==> config.mk <==
export PLATFORM = sky130hd
export DESIGN_NAME = alu_exec
export DESIGN_NICKNAME = d
export VERILOG_FILES = /design/src/rtl/alu_pkg.sv /design/src/rtl/alu_serial_shifter.sv /design/src/rtl/alu_exec.sv
export SDC_FILE = /design/constraint.sdc
export NUM_CORES = 1
export LEC_CHECK = 0
export CORE_MARGIN = 4
export CORE_UTILIZATION = 25
export CTS_CLUSTER_DIAMETER = 200
export DETAILED_ROUTE_END_ITERATION = 7
export GPL_TIMING_DRIVEN = 0
export MAX_ROUTING_LAYER = met4
export PLACE_DENSITY = 0.43
export SLEW_MARGIN = 10
export SYNTH_ARGS = -nofsm -noshare
export SYNTH_HDL_FRONTEND = slang
export SYNTH_SLANG_ARGS = --single-unit
==> constraint.sdc <==
create_clock -name clk -period 7 [get_ports clk]
set_input_delay 1.4 -clock clk [delete_from_list [all_inputs] [get_ports clk]]
set_output_delay 1.4 -clock clk [all_outputs]
set_load 0.05 [all_outputs]
==> src/rtl/alu_pkg.sv <==
// Shared ALU definitions: function codes, FSM encoding and shifter modes.
// The function codes are also used by the ALU control decoder.
package alu_pkg;

    localparam logic [3:0] ALU_ZERO = 4'd0;
    localparam logic [3:0] ALU_ADD  = 4'd1;
    localparam logic [3:0] ALU_SUB  = 4'd2;
    localparam logic [3:0] ALU_SLL  = 4'd3;
    localparam logic [3:0] ALU_SLT  = 4'd4;
    localparam logic [3:0] ALU_XOR  = 4'd5;
    localparam logic [3:0] ALU_OR   = 4'd6;
    localparam logic [3:0] ALU_AND  = 4'd7;
    localparam logic [3:0] ALU_SRL  = 4'd8;
    localparam logic [3:0] ALU_SRA  = 4'd9;
    localparam logic [3:0] ALU_SLTU = 4'd10;

    localparam logic [1:0] S_IDLE  = 2'd0;
    localparam logic [1:0] S_SHIFT = 2'd1;
    localparam logic [1:0] S_DONE  = 2'd2;

    localparam logic [1:0] SH_SLL = 2'd0;
    localparam logic [1:0] SH_SRL = 2'd1;
    localparam logic [1:0] SH_SRA = 2'd2;

endpackage

==> src/rtl/alu_serial_shifter.sv <==
// One-bit-per-cycle shifter with its own down-counter.
// out is the next shifted value; done flags the final step.
module alu_serial_shifter
    import alu_pkg::*;
#(
    parameter int XLEN = 32
) (
    input  logic                     clk,
    input  logic                     rst,
    input  logic                     load,
    input  logic [XLEN-1:0]          value,
    input  logic [$clog2(XLEN)-1:0]  shamt,
    input  logic [1:0]               mode,
    output logic                     done,
    output logic [XLEN-1:0]          out
);

    localparam int SW = $clog2(XLEN);

    logic [XLEN-1:0] sreg;
    logic [SW-1:0]   cnt;
    logic [1:0]      mode_q;
    logic [XLEN-1:0] nxt;

    always_comb begin
        nxt = sreg;
        unique case (mode_q)
            SH_SLL:  nxt = {sreg[XLEN-2:0], 1'b0};
            SH_SRL:  nxt = {1'b0, sreg[XLEN-1:1]};
            default: nxt = {sreg[XLEN-1], sreg[XLEN-1:1]};
        endcase
    end

    assign out  = nxt;
    assign done = (cnt == SW'(1));

    always_ff @(posedge clk or negedge rst) begin
        if (!rst) begin
            sreg   <= '0;
            cnt    <= '0;
            mode_q <= SH_SLL;
        end else if (load) begin
            sreg   <= value;
            cnt    <= shamt;
            mode_q <= mode;
        end else if (cnt != '0) begin
            sreg <= nxt;
            cnt  <= cnt - SW'(1);
        end
    end

endmodule

==> src/rtl/alu_exec.sv <==
// Execute-stage ALU: single-cycle ops plus serial shifts,
// valid/ready on both sides with a registered result.
module alu_exec
    import alu_pkg::*;
#(
    parameter int XLEN = 32
) (
    input  logic            clk,
    input  logic            rst,
    input  logic            in_valid,
    output logic            in_ready,
    input  logic [3:0]      alu_funct,
    input  logic [XLEN-1:0] op_a,
    input  logic [XLEN-1:0] op_b,
    output logic            out_valid,
    input  logic            out_ready,
    output logic [XLEN-1:0] result,
    output logic            zero,
    output logic            busy
);

    localparam int SW = $clog2(XLEN);

    logic [1:0]      state;
    logic            accept;
    logic            is_shift;
    logic [SW-1:0]   shamt;
    logic [1:0]      sh_mode;
    logic            sh_load;
    logic            sh_done;
    logic [XLEN-1:0] sh_out;
    logic [XLEN-1:0] alu_res;
    logic [XLEN-1:0] imm_res;

    assign in_ready  = (state == S_IDLE) ||
                       (state == S_DONE && out_ready);
    assign accept    = in_valid && in_ready;
    assign out_valid = (state == S_DONE);
    assign busy      = (state != S_IDLE);
    assign shamt     = op_b[SW-1:0];

    always_comb begin
        is_shift = 1'b0;
        sh_mode  = SH_SRA;
        unique case (1'b1)
            alu_funct == ALU_SLL: begin
                is_shift = 1'b1;
                sh_mode  = SH_SLL;
            end
            alu_funct == ALU_SRL: begin
                is_shift = 1'b1;
                sh_mode  = SH_SRL;
            end
            alu_funct == ALU_SRA: begin
                is_shift = 1'b1;
                sh_mode  = SH_SRA;
            end
            default: ;
        endcase
    end

    always_comb begin
        alu_res = '0;
        case (alu_funct)
            ALU_ADD:  alu_res = op_a + op_b;
            ALU_SUB:  alu_res = op_a - op_b;
            ALU_SLT:  alu_res = {{(XLEN-1){1'b0}},
                                 $signed(op_a) < $signed(op_b)};
            ALU_SLTU: alu_res = {{(XLEN-1){1'b0}}, op_a < op_b};
            ALU_XOR:  alu_res = op_a ^ op_b;
            ALU_OR:   alu_res = op_a | op_b;
            ALU_AND:  alu_res = op_a & op_b;
            default:  alu_res = '0;
        endcase
    end

    // A zero-length shift passes op_a through in one cycle
    assign imm_res = is_shift ? op_a : alu_res;
    assign sh_load = accept && is_shift && (shamt != '0);

    alu_serial_shifter #(.XLEN(XLEN)) u_shifter (
        .clk   (clk),
        .rst   (rst),
        .load  (sh_load),
        .value (op_a),
        .shamt (shamt),
        .mode  (sh_mode),
        .done  (sh_done),
        .out   (sh_out)
    );

    always_ff @(posedge clk or negedge rst) begin
        if (!rst) begin
            state  <= S_IDLE;
            result <= '0;
            zero   <= 1'b0;
        end else begin
            unique case (state)
                S_SHIFT: begin
                    if (sh_done) begin
                        result <= sh_out;
                        zero   <= (sh_out == '0);
                        state  <= S_DONE;
                    end
                end
                default: begin
                    if (accept) begin
                        if (sh_load) begin
                            state <= S_SHIFT;
                        end else begin
                            result <= imm_res;
                            zero   <= (imm_res == '0);
                            state  <= S_DONE;
                        end
                    end else if (state == S_DONE && out_ready) begin
                        state <= S_IDLE;
                    end
                end
            endcase
        end
    end

endmodule

==> impl_metrics.json <==
{
  "outcome": "complete, no violations",
  "area_growth_pct": 21.20,
  "cts_made_buffers": 9,
  "pre_cts_slack_ns": 0.06353,
  "finalClockSkew_ns": 0.008735,
  "clk_latency_ns": 0.34,
  "cts_tree": "yes",
  "critPathKind": "in -> reg",
  "power_frac_clock_pct": 22.7,
  "vdd_drop_max_mv": 0.1060,
  "root_buffer": "clkbuf_16",
  "yosys_most_used_dff": "dfrtp_1",
  "power_density_nw_per_um2": 183.8,
  "worstSetupEndpointType": "flip-flop",
  "syn_inst": 1376,
  "fin_crit_ns": 6.707,
  "clock_sinks": 74,
  "max_freq_ghz": 0.1491,
  "cp-start-kind": "primary input",
  "avgViaCountPerCell": 5.498,
  "worst_path_max_delay_cell": "a211oi_1",
  "synthDistinctLibCells": 82,
  "wire_per_inst_um": 23.60,
  "final_util_pct": 30.75,
  "crit_start": "op_a[10]",
  "syn-cell-area_um2": 9828,
  "layout-drive-gt1-share_pct": 4.730,
  "ys_ff_latch": 74,
  "vias": 11110,
  "crit_path_max_fanout": 7,
  "dp_hpwl_um": 39050,
  "multi_input_area_um2": 7247,
  "fillCellCount": 4288,
  "synth_edf_count": 0,
  "slew_violations": 0,
  "setup_ws_ns": 0.2926,
  "arrival_ns": 6.98,
  "critPathMaxStageDelay_ns": 0.87,
  "postCtsSetupBuffers": 0,
  "placedInstanceArea_um2": 11590,
  "finalWirelength_um": 47660,
  "grt_pass1_vias": 10940,
  "antenna_found_initial": 1,
  "htree_num_levels": 3,
  "tightest_slew_ns": 1.312,
  "register_area_um2": 1852,
  "synth_warnings": 0,
  "grt_usage_pct": 22.60,
  "fin_crit_sh_pct": 95.82,
  "finalSetupTns_ns": 0,
  "postCtsHoldBufs": 0,
  "setup_violations": 0,
  "async_reset_ff_share_pct": 100.0,
  "globalRouteOverflowTotal": 0,
  "hold_class": "reg -> reg",
  "die_h_um": 206.3,
  "clock_path_buffers": 2,
  "cap_viol_max_count": 0,
  "rsz0062_at_grt": "false",
  "ioPinCount": 108,
  "start_util_pct": 25.37,
  "grt_pass1_wl_um": 70680,
  "final_antenna_net_count": 0,
  "pwr-share-seq_pct": 28.4,
  "placeableCoreArea_um2": 38740,
  "fin_nets": 1676,
  "die-area_um2": 42550,
  "min-delay-start": "result[4]$_DFFE_PN0P_",
  "firstDrtPassIters": 5,
  "syn_nets": 1556,
  "path_clk_slew_ns": 0.06,
  "avgSynthCellArea_um2": 7.143,
  "fin_area_um2": 11910,
  "switchingPower_w": 0.0009572,
  "synth_seq_area_share_pct": 18.84,
  "dieWidth_um": 206.3,
  "swShare_pct": 43.73,
  "hold_viol": 0,
  "cts_resized": 0,
  "slew_headroom_pct": 12.51,
  "gp_congestion": 0.9513,
  "p_int_w": 0.001232,
  "worstPathRequired_ns": 7.27,
  "route.detailed.drc": 0,
  "rr_startpoint": "state[0]$_DFFE_PN0P_",
  "numPortBuffers": 106,
  "first_iter_violations": 1071,
  "crit_path_frequent_cell": "or4_1",
  "worstPathCellList": "clkdlybuf4s50_1, inv_1, ha_1, a21oi_1, o221ai_1, a211oi_1, o31a_1, nor3_1, mux2i_1, a211oi_2, nand4_1, or4_1, or4_1, or4_1, o21ai_1",
  "rows": 72,
  "comb_power_share_pct": 48.9,
  "grt_max_degree": 39,
  "p_leak_nw": 5.201
}
==> critical path, delay by kind of cell <==
family / cells / cell delay (ns)
adder cells (fa/ha/maj): 1 / 0.45
buffers and inverters: 2 / 0.84
AND/OR/NAND/NOR: 5 / 1.80
AO/OA/AOI/OAI: 6 / 2.32
multiplexers: 1 / 0.15
==> final cells by class <==
cell class	instances	area share (%)
antenna	1	0.02101
inverter	101	3.183
clock inverter	5	0.6513
timing repair buffer	109	9.244
sequential	74	15.55
tap	518	5.441
clock buffer	11	2.038
multi-input combinational	1114	60.84
buffer	87	3.036
==> metal layers <==
| layer | wire length (um) | vias up | GRT usage (%) |
|---|---|---|---|
| met2 | 21540 | 427 | 35.46 |
| met5 | 0 | - | - |
| met4 | 1041 | 0 | 5.585 |
| met3 | 2925 | 55 | 1.287 |
| li1 | - | 5234 | - |
| met1 | 22150 | 5389 | 32.03 |
==> sequential cells by signal, summed over array words and instances (netlist names) <==
signal	flops
u_shifter.sreg	32
u_shifter.cnt	5
zero	1
result	32
state	2
u_shifter.mode_q	2
==> cell usage in the layout, fill, tap and decap left out, drive strengths merged, types with 9 or more instances in the layout <==
cell type and n:
nand2 137, a21o 14, inv 101, o211ai 12, nor2 172, buf 33, o21ai 85, or3 9
nor4 17, a221oi 20, ha 106, a221o 9, clkbuf 69, and2 11, a31oi 16, nor2b 18
nand4 18, mux2i 38, clkdlybuf4s50 105, a211oi 25, o22ai 10, o21bai 9, a22oi 13, nand2b 16
o31ai 11, a21oi 160, nand3 22, nor3 32, dfrtp 74
==> final timing paths <==
check | to | slack (ns) | cells past startpoint
worst min register to register | result[4]$_DFFE_PN0P_ | 0.46 | 2
worst min-delay path | result[4]$_DFFE_PN0P_ | 0.46 | 2
max in group asynchronous | result[29]$_DFFE_PN0P_ | 5.39 | 2
worst max-delay path | zero$_DFFE_PN0P_ | 0.29 | 15
min in group asynchronous | state[1]$_DFFE_PN0P_ | 1.02 | 1
worst max register to register | zero$_DFFE_PN0P_ | 2.92 | 13
==> power by group through the flow <==
| stage | clock network [W] | logic [W] | registers (W) |
|---|---|---|---|
| 2_1_floorplan | 0 | 0.000694 | 0.000602 |
| 3_3_place_gp | 0 | 0.00105 | 0.000628 |
| 3_5_place_dp | 0 | 0.00104 | 0.000627 |
| 4_1_cts | 0.000509 | 0.00105 | 0.000619 |
| 5_1_grt | 0.000527 | 0.00118 | 0.000635 |
| 6_report | 0.000497 | 0.00107 | 0.000622 |
==> cells by family after synthesis <==
kind of cell               Yosys count  synth area share [%]
DFF                                 74                 18.84
adders and majority gates          108                 13.90
muxes                               45                 4.672
xor gates and xnor gates             9                0.8020
AOI/OAI and AO/OA                  470                 31.37
buffers and inverters              188                 7.537
and+or+nand+nor                    482                 22.88
==> Yosys cell counts, types with 16 or more instances <==
| library cell | instances | area [um2] |
|---|---|---|
| o21ai_0 | 82 | 410.4 |
| dfrtp_1 | 74 | 1852 |
| buf_2 | 22 | 110.1 |
| a31oi_1 | 16 | 100.1 |
| mux2i_1 | 38 | 380.4 |
| nor3_1 | 32 | 160.2 |
| nor2b_1 | 18 | 112.6 |
| nand2_1 | 137 | 514.2 |
| a21oi_1 | 160 | 800.8 |
| a221oi_1 | 20 | 175.2 |
| nand4_1 | 18 | 112.6 |
| nor2_1 | 172 | 645.6 |
| nand3_1 | 22 | 110.1 |
| ha_1 | 106 | 1326 |
| inv_1 | 101 | 379.1 |
| clkbuf_1 | 58 | 217.7 |
| a211oi_1 | 24 | 180.2 |
==> stage by stage <==
stage          power (W)  hold slack (ns)  cells
3_3_place_gp    0.001674           0.4534   2000
4_1_cts         0.002179           0.4695   2019
5_1_grt         0.002339           0.5021   2019
3_5_place_dp    0.001671           0.4565   2003
6_report        0.002189           0.4627   2020
2_1_floorplan   0.001296           0.4989   1376
(Power assumes the default switching activity.)
